`config.mk`:
```
export PLATFORM = sky130hd
export DESIGN_NAME = hvgen_param
export DESIGN_NICKNAME = d
export VERILOG_FILES = /design/src/rtl/hvgen_pkg.sv /design/src/rtl/hvgen_param_chk.sv /design/src/rtl/hvgen_param_sync_window.sv /design/src/rtl/hvgen_param.sv
export SDC_FILE = /design/constraint.sdc
export NUM_CORES = 1
export LEC_CHECK = 0
export CAP_MARGIN = 20
export CORE_ASPECT_RATIO = 0.9
export CORE_UTILIZATION = 30
export CTS_CLUSTER_SIZE = 8
export DETAILED_ROUTE_END_ITERATION = 12
export PLACE_DENSITY_LB_ADDON = 0.05
export SYNTH_ARGS = -nofsm -noshare
export SYNTH_HDL_FRONTEND = slang
export SYNTH_SLANG_ARGS = --single-unit
```
`constraint.sdc`:
```
create_clock -name CLK -period 2.7 [get_ports CLK]
set_input_delay 0.675 -clock CLK [delete_from_list [all_inputs] [get_ports CLK]]
set_output_delay 0.675 -clock CLK [all_outputs]
set_load 0.02 [all_outputs]
```
`src/rtl/hvgen_pkg.sv`:
```
// Shared timing constants, frame-latched configuration types and the
// single-step modular wrap helper used by the hvgen raster generator.
package hvgen_pkg;

    localparam int MW = 16;

    localparam int S1_CW       = 9;
    localparam int S1_RGBW     = 12;
    localparam int S1_HTOTAL   = 320;
    localparam int S1_VTOTAL   = 260;
    localparam int S1_HPOS_OFS = 16;
    localparam int S1_HA0_B    = 29;
    localparam int S1_HA0_E    = 285;
    localparam int S1_HA1_B    = 37;
    localparam int S1_HA1_E    = 277;
    localparam int S1_VACT     = 224;
    localparam int S1_HS_BASE  = 296;
    localparam int S1_HS_LEN   = 32;
    localparam int S1_VS_BASE  = 234;
    localparam int S1_VS_LEN   = 4;

    // Wider-line board: 256-pixel mode-0 window inside a 384-clock line
    localparam int W256_HTOTAL   = 384;
    localparam int W256_HPOS_OFS = 48;
    localparam int W256_HA0_B    = 64;
    localparam int W256_HA0_E    = 320;
    localparam int W256_HA1_B    = 72;
    localparam int W256_HA1_E    = 312;
    localparam int W256_HS_BASE  = 336;
    localparam int W256_HS_LEN   = 32;

    typedef enum logic {
        MODE_W0 = 1'b0,
        MODE_W1 = 1'b1
    } hmode_e;

    typedef struct packed {
        hmode_e     mode;
        logic [3:0] hoffs;
        logic [3:0] voffs;
    } frame_cfg_t;

    // Operands stay within one period of total, so one correction step suffices
    function automatic logic [MW-1:0] mod_wrap(input logic signed [MW-1:0] val,
                                               input logic [MW-1:0]        total);
        logic signed [MW-1:0] tot_s;
        logic signed [MW-1:0] res_s;
        tot_s = $signed(total);
        if (val < 16'sd0) begin
            res_s = val + tot_s;
        end else if (val >= tot_s) begin
            res_s = val - tot_s;
        end else begin
            res_s = val;
        end
        return $unsigned(res_s);
    endfunction

endpackage

```
`src/rtl/hvgen_param_chk.sv`:
```
// Elaboration-time sanity checks on the timing parameter set.
module hvgen_param_chk
    import hvgen_pkg::*;
#(
    parameter int CW     = 9,
    parameter int HTOTAL = 320,
    parameter int VTOTAL = 260,
    parameter int HA0_B  = 29,
    parameter int HA0_E  = 285,
    parameter int HA1_B  = 37,
    parameter int HA1_E  = 277,
    parameter int HS_LEN = 32,
    parameter int VS_LEN = 4
)();

    if (CW + 1 > MW) begin : g_cw_chk
        $error("hvgen_param: CW too wide for mod_wrap intermediates");
    end
    if (HTOTAL > (1 << CW) || VTOTAL > (1 << CW)) begin : g_total_chk
        $error("hvgen_param: HTOTAL/VTOTAL exceed counter range");
    end
    if (HS_LEN >= HTOTAL || VS_LEN >= VTOTAL) begin : g_len_chk
        $error("hvgen_param: sync length must be shorter than the period");
    end
    if (HA0_B >= HA0_E || HA0_E > HTOTAL) begin : g_win0_chk
        $error("hvgen_param: mode-0 window must satisfy B < E <= HTOTAL");
    end
    if (HA1_B >= HA1_E || HA1_E > HTOTAL) begin : g_win1_chk
        $error("hvgen_param: mode-1 window must satisfy B < E <= HTOTAL");
    end

endmodule

```
`src/rtl/hvgen_param_sync_window.sv`:
```
// Active-low sync flag: low while cnt lies in [base, base+LEN) modulo TOTAL,
// so the window may straddle the counter wrap.
module sync_window
    import hvgen_pkg::*;
#(
    parameter int CW    = 9,
    parameter int TOTAL = 320,
    parameter int LEN   = 32
)(
    input  logic [CW-1:0] cnt,
    input  logic [CW-1:0] base,
    output logic          sync_n
);

    logic signed [CW:0] diff_s;
    logic [MW-1:0]      dist_s;

    // Distance of the counter past the window start, folded into [0, TOTAL)
    always_comb begin
        diff_s = $signed({1'b0, cnt}) - $signed({1'b0, base});
        dist_s = mod_wrap(MW'(diff_s), MW'(TOTAL));
        if (dist_s < MW'(LEN)) begin
            sync_n = 1'b0;
        end else begin
            sync_n = 1'b1;
        end
    end

endmodule

```
`src/rtl/hvgen_param.sv`:
```
// Parametrised raster timing generator: counters, blanking, syncs, blanked RGB
// and frame/vblank strobes, with mode and sync offsets latched once per frame.
module hvgen_param
    import hvgen_pkg::*;
#(
    parameter int CW       = S1_CW,
    parameter int RGBW     = S1_RGBW,
    parameter int HTOTAL   = S1_HTOTAL,
    parameter int VTOTAL   = S1_VTOTAL,
    parameter int HPOS_OFS = S1_HPOS_OFS,
    parameter int HA0_B    = S1_HA0_B,
    parameter int HA0_E    = S1_HA0_E,
    parameter int HA1_B    = S1_HA1_B,
    parameter int HA1_E    = S1_HA1_E,
    parameter int VACT     = S1_VACT,
    parameter int HS_BASE  = S1_HS_BASE,
    parameter int HS_LEN   = S1_HS_LEN,
    parameter int VS_BASE  = S1_VS_BASE,
    parameter int VS_LEN   = S1_VS_LEN
)(
    input  logic            CLK,
    input  logic            RESET,
    input  logic            PCLK_EN,
    input  logic            MODE,
    input  logic [3:0]      HOFFS,
    input  logic [3:0]      VOFFS,
    input  logic [RGBW-1:0] iRGB,
    output logic [CW-1:0]   HPOS,
    output logic [CW-1:0]   VPOS,
    output logic [RGBW-1:0] oRGB,
    output logic            HBLK,
    output logic            VBLK,
    output logic            HSYN,
    output logic            VSYN,
    output logic            FRAME_STB,
    output logic            VBL_STB
);

    logic [CW-1:0]      hcnt_r, vcnt_r;
    frame_cfg_t         cfg_r;
    logic [RGBW-1:0]    rgb_r;
    logic               hblk_r, vblk_r, hsyn_r, vsyn_r, frame_stb_r, vbl_stb_r;
    logic [CW:0]        win_b_s, win_e_s;
    logic signed [CW:0] hs_sum_s, vs_sum_s;
    logic [CW-1:0]      hs_b_s, vs_b_s;
    logic               hblk_s, vblk_s, hsyn_s, vsyn_s, line_end_s, frame_end_s;
    logic [RGBW-1:0]    rgb_s;

    hvgen_param_chk #(
        .CW(CW), .HTOTAL(HTOTAL), .VTOTAL(VTOTAL), .HA0_B(HA0_B), .HA0_E(HA0_E),
        .HA1_B(HA1_B), .HA1_E(HA1_E), .HS_LEN(HS_LEN), .VS_LEN(VS_LEN)
    ) u_chk ();

    // Window select, sync bases and the values registered on the next enable
    always_comb begin
        if (cfg_r.mode == MODE_W1) begin
            win_b_s = (CW+1)'(HA1_B);
            win_e_s = (CW+1)'(HA1_E);
        end else begin
            win_b_s = (CW+1)'(HA0_B);
            win_e_s = (CW+1)'(HA0_E);
        end
        hblk_s      = !(({1'b0, hcnt_r} >= win_b_s) && ({1'b0, hcnt_r} < win_e_s));
        vblk_s      = ({1'b0, vcnt_r} >= (CW+1)'(VACT));
        rgb_s       = (hblk_s || vblk_s) ? {RGBW{1'b0}} : iRGB;
        hs_sum_s    = $signed((CW+1)'(HS_BASE)) + $signed({{(CW-3){cfg_r.hoffs[3]}}, cfg_r.hoffs});
        vs_sum_s    = $signed((CW+1)'(VS_BASE)) + $signed({{(CW-3){cfg_r.voffs[3]}}, cfg_r.voffs});
        hs_b_s      = CW'(mod_wrap(MW'(hs_sum_s), MW'(HTOTAL)));
        vs_b_s      = CW'(mod_wrap(MW'(vs_sum_s), MW'(VTOTAL)));
        line_end_s  = (hcnt_r == CW'(HTOTAL - 1));
        frame_end_s = line_end_s && (vcnt_r == CW'(VTOTAL - 1));
    end

    sync_window #(.CW(CW), .TOTAL(HTOTAL), .LEN(HS_LEN)) u_hsync (
        .cnt(hcnt_r), .base(hs_b_s), .sync_n(hsyn_s)
    );

    sync_window #(.CW(CW), .TOTAL(VTOTAL), .LEN(VS_LEN)) u_vsync (
        .cnt(vcnt_r), .base(vs_b_s), .sync_n(vsyn_s)
    );

    // Raster counters, frame-boundary config latch and registered video outputs
    always_ff @(posedge CLK) begin
        if (RESET) begin
            hcnt_r      <= {CW{1'b0}};
            vcnt_r      <= {CW{1'b0}};
            cfg_r       <= '{mode: MODE_W0, hoffs: 4'd0, voffs: 4'd0};
            rgb_r       <= {RGBW{1'b0}};
            hblk_r      <= 1'b1;
            vblk_r      <= 1'b1;
            hsyn_r      <= 1'b1;
            vsyn_r      <= 1'b1;
            frame_stb_r <= 1'b0;
            vbl_stb_r   <= 1'b0;
        end else begin
            frame_stb_r <= 1'b0;
            vbl_stb_r   <= 1'b0;
            if (PCLK_EN) begin
                if (line_end_s) begin
                    hcnt_r <= {CW{1'b0}};
                    vcnt_r <= frame_end_s ? {CW{1'b0}} : vcnt_r + 1'b1;
                end else begin
                    hcnt_r <= hcnt_r + 1'b1;
                end
                if (frame_end_s) begin
                    cfg_r       <= '{mode: hmode_e'(MODE), hoffs: HOFFS, voffs: VOFFS};
                    frame_stb_r <= 1'b1;
                end
                rgb_r     <= rgb_s;
                hblk_r    <= hblk_s;
                vblk_r    <= vblk_s;
                hsyn_r    <= hsyn_s;
                vsyn_r    <= vsyn_s;
                vbl_stb_r <= vblk_s && !vblk_r;
            end
        end
    end

    assign HPOS      = hcnt_r - CW'(HPOS_OFS);
    assign VPOS      = vcnt_r[CW-1] ? (vcnt_r - CW'(VTOTAL)) : vcnt_r;
    assign oRGB      = rgb_r;
    assign HBLK      = hblk_r;
    assign VBLK      = vblk_r;
    assign HSYN      = hsyn_r;
    assign VSYN      = vsyn_r;
    assign FRAME_STB = frame_stb_r;
    assign VBL_STB   = vbl_stb_r;

endmodule

```
==> flow_metrics.env, run 1 <==
export IMPL_antenna_cells=0
export IMPL_grt_pass1_wl_um=13600
export IMPL_crit_chain="ha_1 > inv_2 > ha_4 > a21oi_4 > nand2_4 > a221oi_4 > nand4_2 > or4_4 > o21ai_2 > mux2i_1 > a211o_1"
export IMPL_port_buffers=59
export IMPL_hpwl_um=6410
export IMPL_yosysSeqAreaShare=0.293
export IMPL_fin_skew_ns=0.00898
export IMPL_power_switching_w=0.000331
export IMPL_post_drt_wl_per_cell_um=14.3
export IMPL_place_gp_congestion=0.773
export IMPL_holdWs_ns=0.498
export IMPL_clock_sinks=45
export IMPL_worst_pin_slew_ns=0.584
export IMPL_cts_htree_levels=2
export IMPL_synth_cell_type_count=52
export IMPL_synthXorXnorAreaFrac=0.0996
export IMPL_power_density_nw_per_um2=324
export IMPL_synth_edf_count=0
export IMPL_final_area_sq_um=4430
export IMPL_yosys_area_share_simple=0.231
export IMPL_drt_first_iter_violations=173
export IMPL_dp_cells=590
export IMPL_drive_above_1_share=0.216
export IMPL_end_kind="register"
export IMPL_power_frac_comb=0.078
export IMPL_fin_nets=530
export IMPL_track_usage=0.160
export IMPL_route_antenna_remaining_nets=0
export IMPL_crit_buf_inv=1
export IMPL_syn_instance_count=377
export IMPL_grt_overflow=0
export IMPL_maxCapViolCount=0
export IMPL_power_leakage_nw=1.79
export IMPL_ctsLongestPathBuffers=2
export IMPL_fillers=975
export IMPL_critPathTopFamily="compound AO/OA/AOI/OAI gates"
export IMPL_vias=2892
export IMPL_min_period_ns=2.70
export IMPL_via_per_inst=4.80
export IMPL_drc_errors=0
export IMPL_seqPwrFrac=0.469
export IMPL_cts_root_buffer="clkbuf_16"
export IMPL_slowest_delay_ns=0.54
export IMPL_arrival_ns=2.86
export IMPL_ys_ff_latch=45
export IMPL_p_sw_frac=0.231
export IMPL_core_sq_um=9830
export IMPL_critPathMaxFanout=4
export IMPL_cts_tree="done"
export IMPL_peakVddDrop_mv=0.376
export IMPL_synth_top_family_by_area="simple AND/OR/NAND/NOR gates"
export IMPL_synth_top_flop_cell="dfxtp_1"
export IMPL_die_h_um=98.1
export IMPL_syn_area_per_cell_sq_um=8.16
export IMPL_area_growth_pct=44.0
export IMPL_antenna_found_initial=0
export IMPL_synth_compound_area_frac=0.169
export IMPL_cts_hold_buf=0
export IMPL_grt_pass1_vias=2753
export IMPL_drv_slew=0
export IMPL_place_area_sq_um=4090
export IMPL_syn_nets=432
export IMPL_synth_warning_count=0
export IMPL_r2r_setup_slack_ns=0.005
export IMPL_num_rows=34
export IMPL_fmax_mhz=371
export IMPL_finalSetupViolCount=0
export IMPL_clk_insertion_delay_late_ns=0.28
export IMPL_die_w_um=109
export IMPL_worstSetupPathType="reg -> reg"
export IMPL_dr_pass1_iters=4
export IMPL_cp_slowest_cell="or4_4"
export IMPL_ioPinCount=60
export IMPL_timing_rr_start="cfg_r[1]"
export IMPL_hold_viol_final=0
export IMPL_p_total_w=0.00143
export IMPL_synth_area_mux_share=0.0130
export IMPL_rsz0062_at_grt="yes"
export IMPL_initial_core_util=0.313
export IMPL_startpoint="cfg_r[1]"
export IMPL_p_int_w=0.00110
export IMPL_timing_slew_headroom=0.610
export IMPL_power_frac_clock=0.453
export IMPL_hold_class="reg -> reg"
export IMPL_dieArea_sq_um=10700
export IMPL_ys_async_sr_fraction=0
export IMPL_grt_max_degree=24
export IMPL_final_period_utilization=0.998
export IMPL_syn_cell_area_sq_um=3080
export IMPL_run_status="finished, final reports clean"
export IMPL_cp_required_ns=2.87
export IMPL_min_from="cfg_r[5]"
export IMPL_cp_start_kind="register"
export IMPL_clk_pin_slew_ns=0.07
export IMPL_wl_um=8590
export IMPL_finalSetupTns_ns=0
export IMPL_instances_no_fill=602
export IMPL_synthAdderAreaFrac=0.131
export IMPL_numCtsBuffers=5
[tightest hold or removal path: stages (launching register included)]
cell,delay (ns)
dfxtp_1,0.31
inv_1,0.06
o21ai_0,0.07
[worst paths after layout]
kind | end | cells after the start
hold / removal | cfg_r[5] | 2
setup reg to reg | VSYN | 11
hold reg to reg | cfg_r[5] | 2
setup / recovery | VSYN | 11
[logic make-up after synthesis]
logic type | Yosys count
xor gates and xnor gates | 32
DFF | 45
muxes | 4
adders and majority gates | 31
and+or+nand+nor | 146
AOI/OAI and AO/OA | 77
buffers and inverters | 42
[cell type report]
cell class	instances	area, sq um	share of cell area
repair buffers	112	986	0.223
clock inverters	2	16.3	0.00367
multi-input cells	290	2140	0.484
well taps	126	158	0.0356
flip-flops and latches	45	908	0.205
inverters	21	78.8	0.0178
clock buffers	6	139	0.0313
[cells in the final DEF (no fill, tap or decap), types with 3 or more instances in the layout]
master / synthesis / final
nor2_2: 1 / 3
ha_4: 0 / 4
ha_1: 29 / 24
nand2b_1: 8 / 8
dfxtp_1: 45 / 39
and2_1: 3 / 3
inv_1: 21 / 18
a21oi_1: 25 / 22
nor2b_1: 16 / 16
nand3b_1: 3 / 3
nor2_1: 54 / 52
a22o_1: 6 / 6
a31oi_1: 6 / 6
o21ai_1: 1 / 4
inv_2: 0 / 3
nand4_1: 4 / 4
o21ai_0: 14 / 10
xnor2_1: 16 / 15
mux2i_1: 4 / 4
nand3_1: 11 / 11
buf_4: 8 / 53
clkdlybuf4s50_1: 0 / 57
dfxtp_2: 0 / 6
nand2_1: 23 / 20
nor4_1: 5 / 3
xor2_1: 14 / 13
o21a_1: 4 / 4
clkbuf_16: 0 / 5
nor3_1: 11 / 10
[per-stage QoR]
step | utilization | setup WS, ns
3_5_place_dp | 0.416 | -0.124
5_1_grt | 0.451 | -0.131
6_report | 0.451 | 0.00495
4_1_cts | 0.437 | -0.0483
3_3_place_gp | 0.416 | -0.118
2_1_floorplan | - | -0.0376
[per-layer routing]
layer,vias up,part of all wire,track usage
met1,1331,0.52,0.234
met4,0,0.0093,0.0364
met5,-,0,0
met3,6,0.047,0.0320
li1,1484,-,-
met2,71,0.42,0.239
[state kept, by name, summed over array words and instances, names as in the netlist]
signal and flops:
hcnt_r 9, VBLK 1, FRAME_STB 1, VBL_STB 1, vcnt_r 9, VSYN 1
HSYN 1, cfg_r 9, HBLK 1, oRGB 12
[power by group through the flow]
stage	logic [W]	registers [W]	clock network, W
finish	0.000112	0.000673	0.000649
global route	0.000122	0.000673	0.000698
CTS	0.000112	0.000673	0.000672
detailed placement	0.000111	0.000688	0
global placement	0.000111	0.000688	0
floorplan	0.0000391	0.000694	0
[repair_timing]
action	CTS	global route
endpoints found under the setup margin	4	17
gates resized for setup	11	30
setup buffers	1	3
pin swaps	5	15
[synth_stat cells, drive strengths merged (2+ instances only)]
| master | instances | share of area |
|---|---|---|
| a211o | 2 | 0.0057 |
| a211oi | 2 | 0.0049 |
| a21o | 2 | 0.0073 |
| a21oi | 26 | 0.044 |
| a22o | 6 | 0.017 |
| a22oi | 2 | 0.0049 |
| a31oi | 6 | 0.012 |
| a41oi | 2 | 0.0057 |
| and2 | 3 | 0.0061 |
| and3 | 3 | 0.0081 |
| buf | 9 | 0.023 |
| clkbuf | 12 | 0.015 |
| dfxtp | 45 | 0.29 |
| fa | 2 | 0.013 |
| ha | 29 | 0.12 |
| inv | 21 | 0.026 |
| mux2i | 4 | 0.013 |
| nand2 | 23 | 0.028 |
| nand2b | 8 | 0.016 |
| nand3 | 11 | 0.018 |
| nand3b | 3 | 0.0073 |
| nand4 | 5 | 0.012 |
| nor2 | 55 | 0.068 |
| nor2b | 16 | 0.033 |
| nor3 | 11 | 0.018 |
| nor4 | 5 | 0.010 |
| o21a | 4 | 0.0098 |
| o21ai | 15 | 0.024 |
| o21bai | 2 | 0.0049 |
| xnor2 | 16 | 0.046 |
| xor2 | 16 | 0.054 |
Note: power is estimated with default switching activity, not from simulation.
==> run 2, diff against run 1 <==
--- a/config.mk
+++ b/config.mk
@@ -11,6 +11,7 @@
 export CTS_CLUSTER_SIZE = 8
 export DETAILED_ROUTE_END_ITERATION = 12
 export PLACE_DENSITY_LB_ADDON = 0.05
+export SLEW_MARGIN = 30
 export SYNTH_ARGS = -nofsm -noshare
 export SYNTH_HDL_FRONTEND = slang
 export SYNTH_SLANG_ARGS = --single-unit
==> results of run 2 <==
Same layout as run 1: the final DEF is identical, and so are final timing and power.
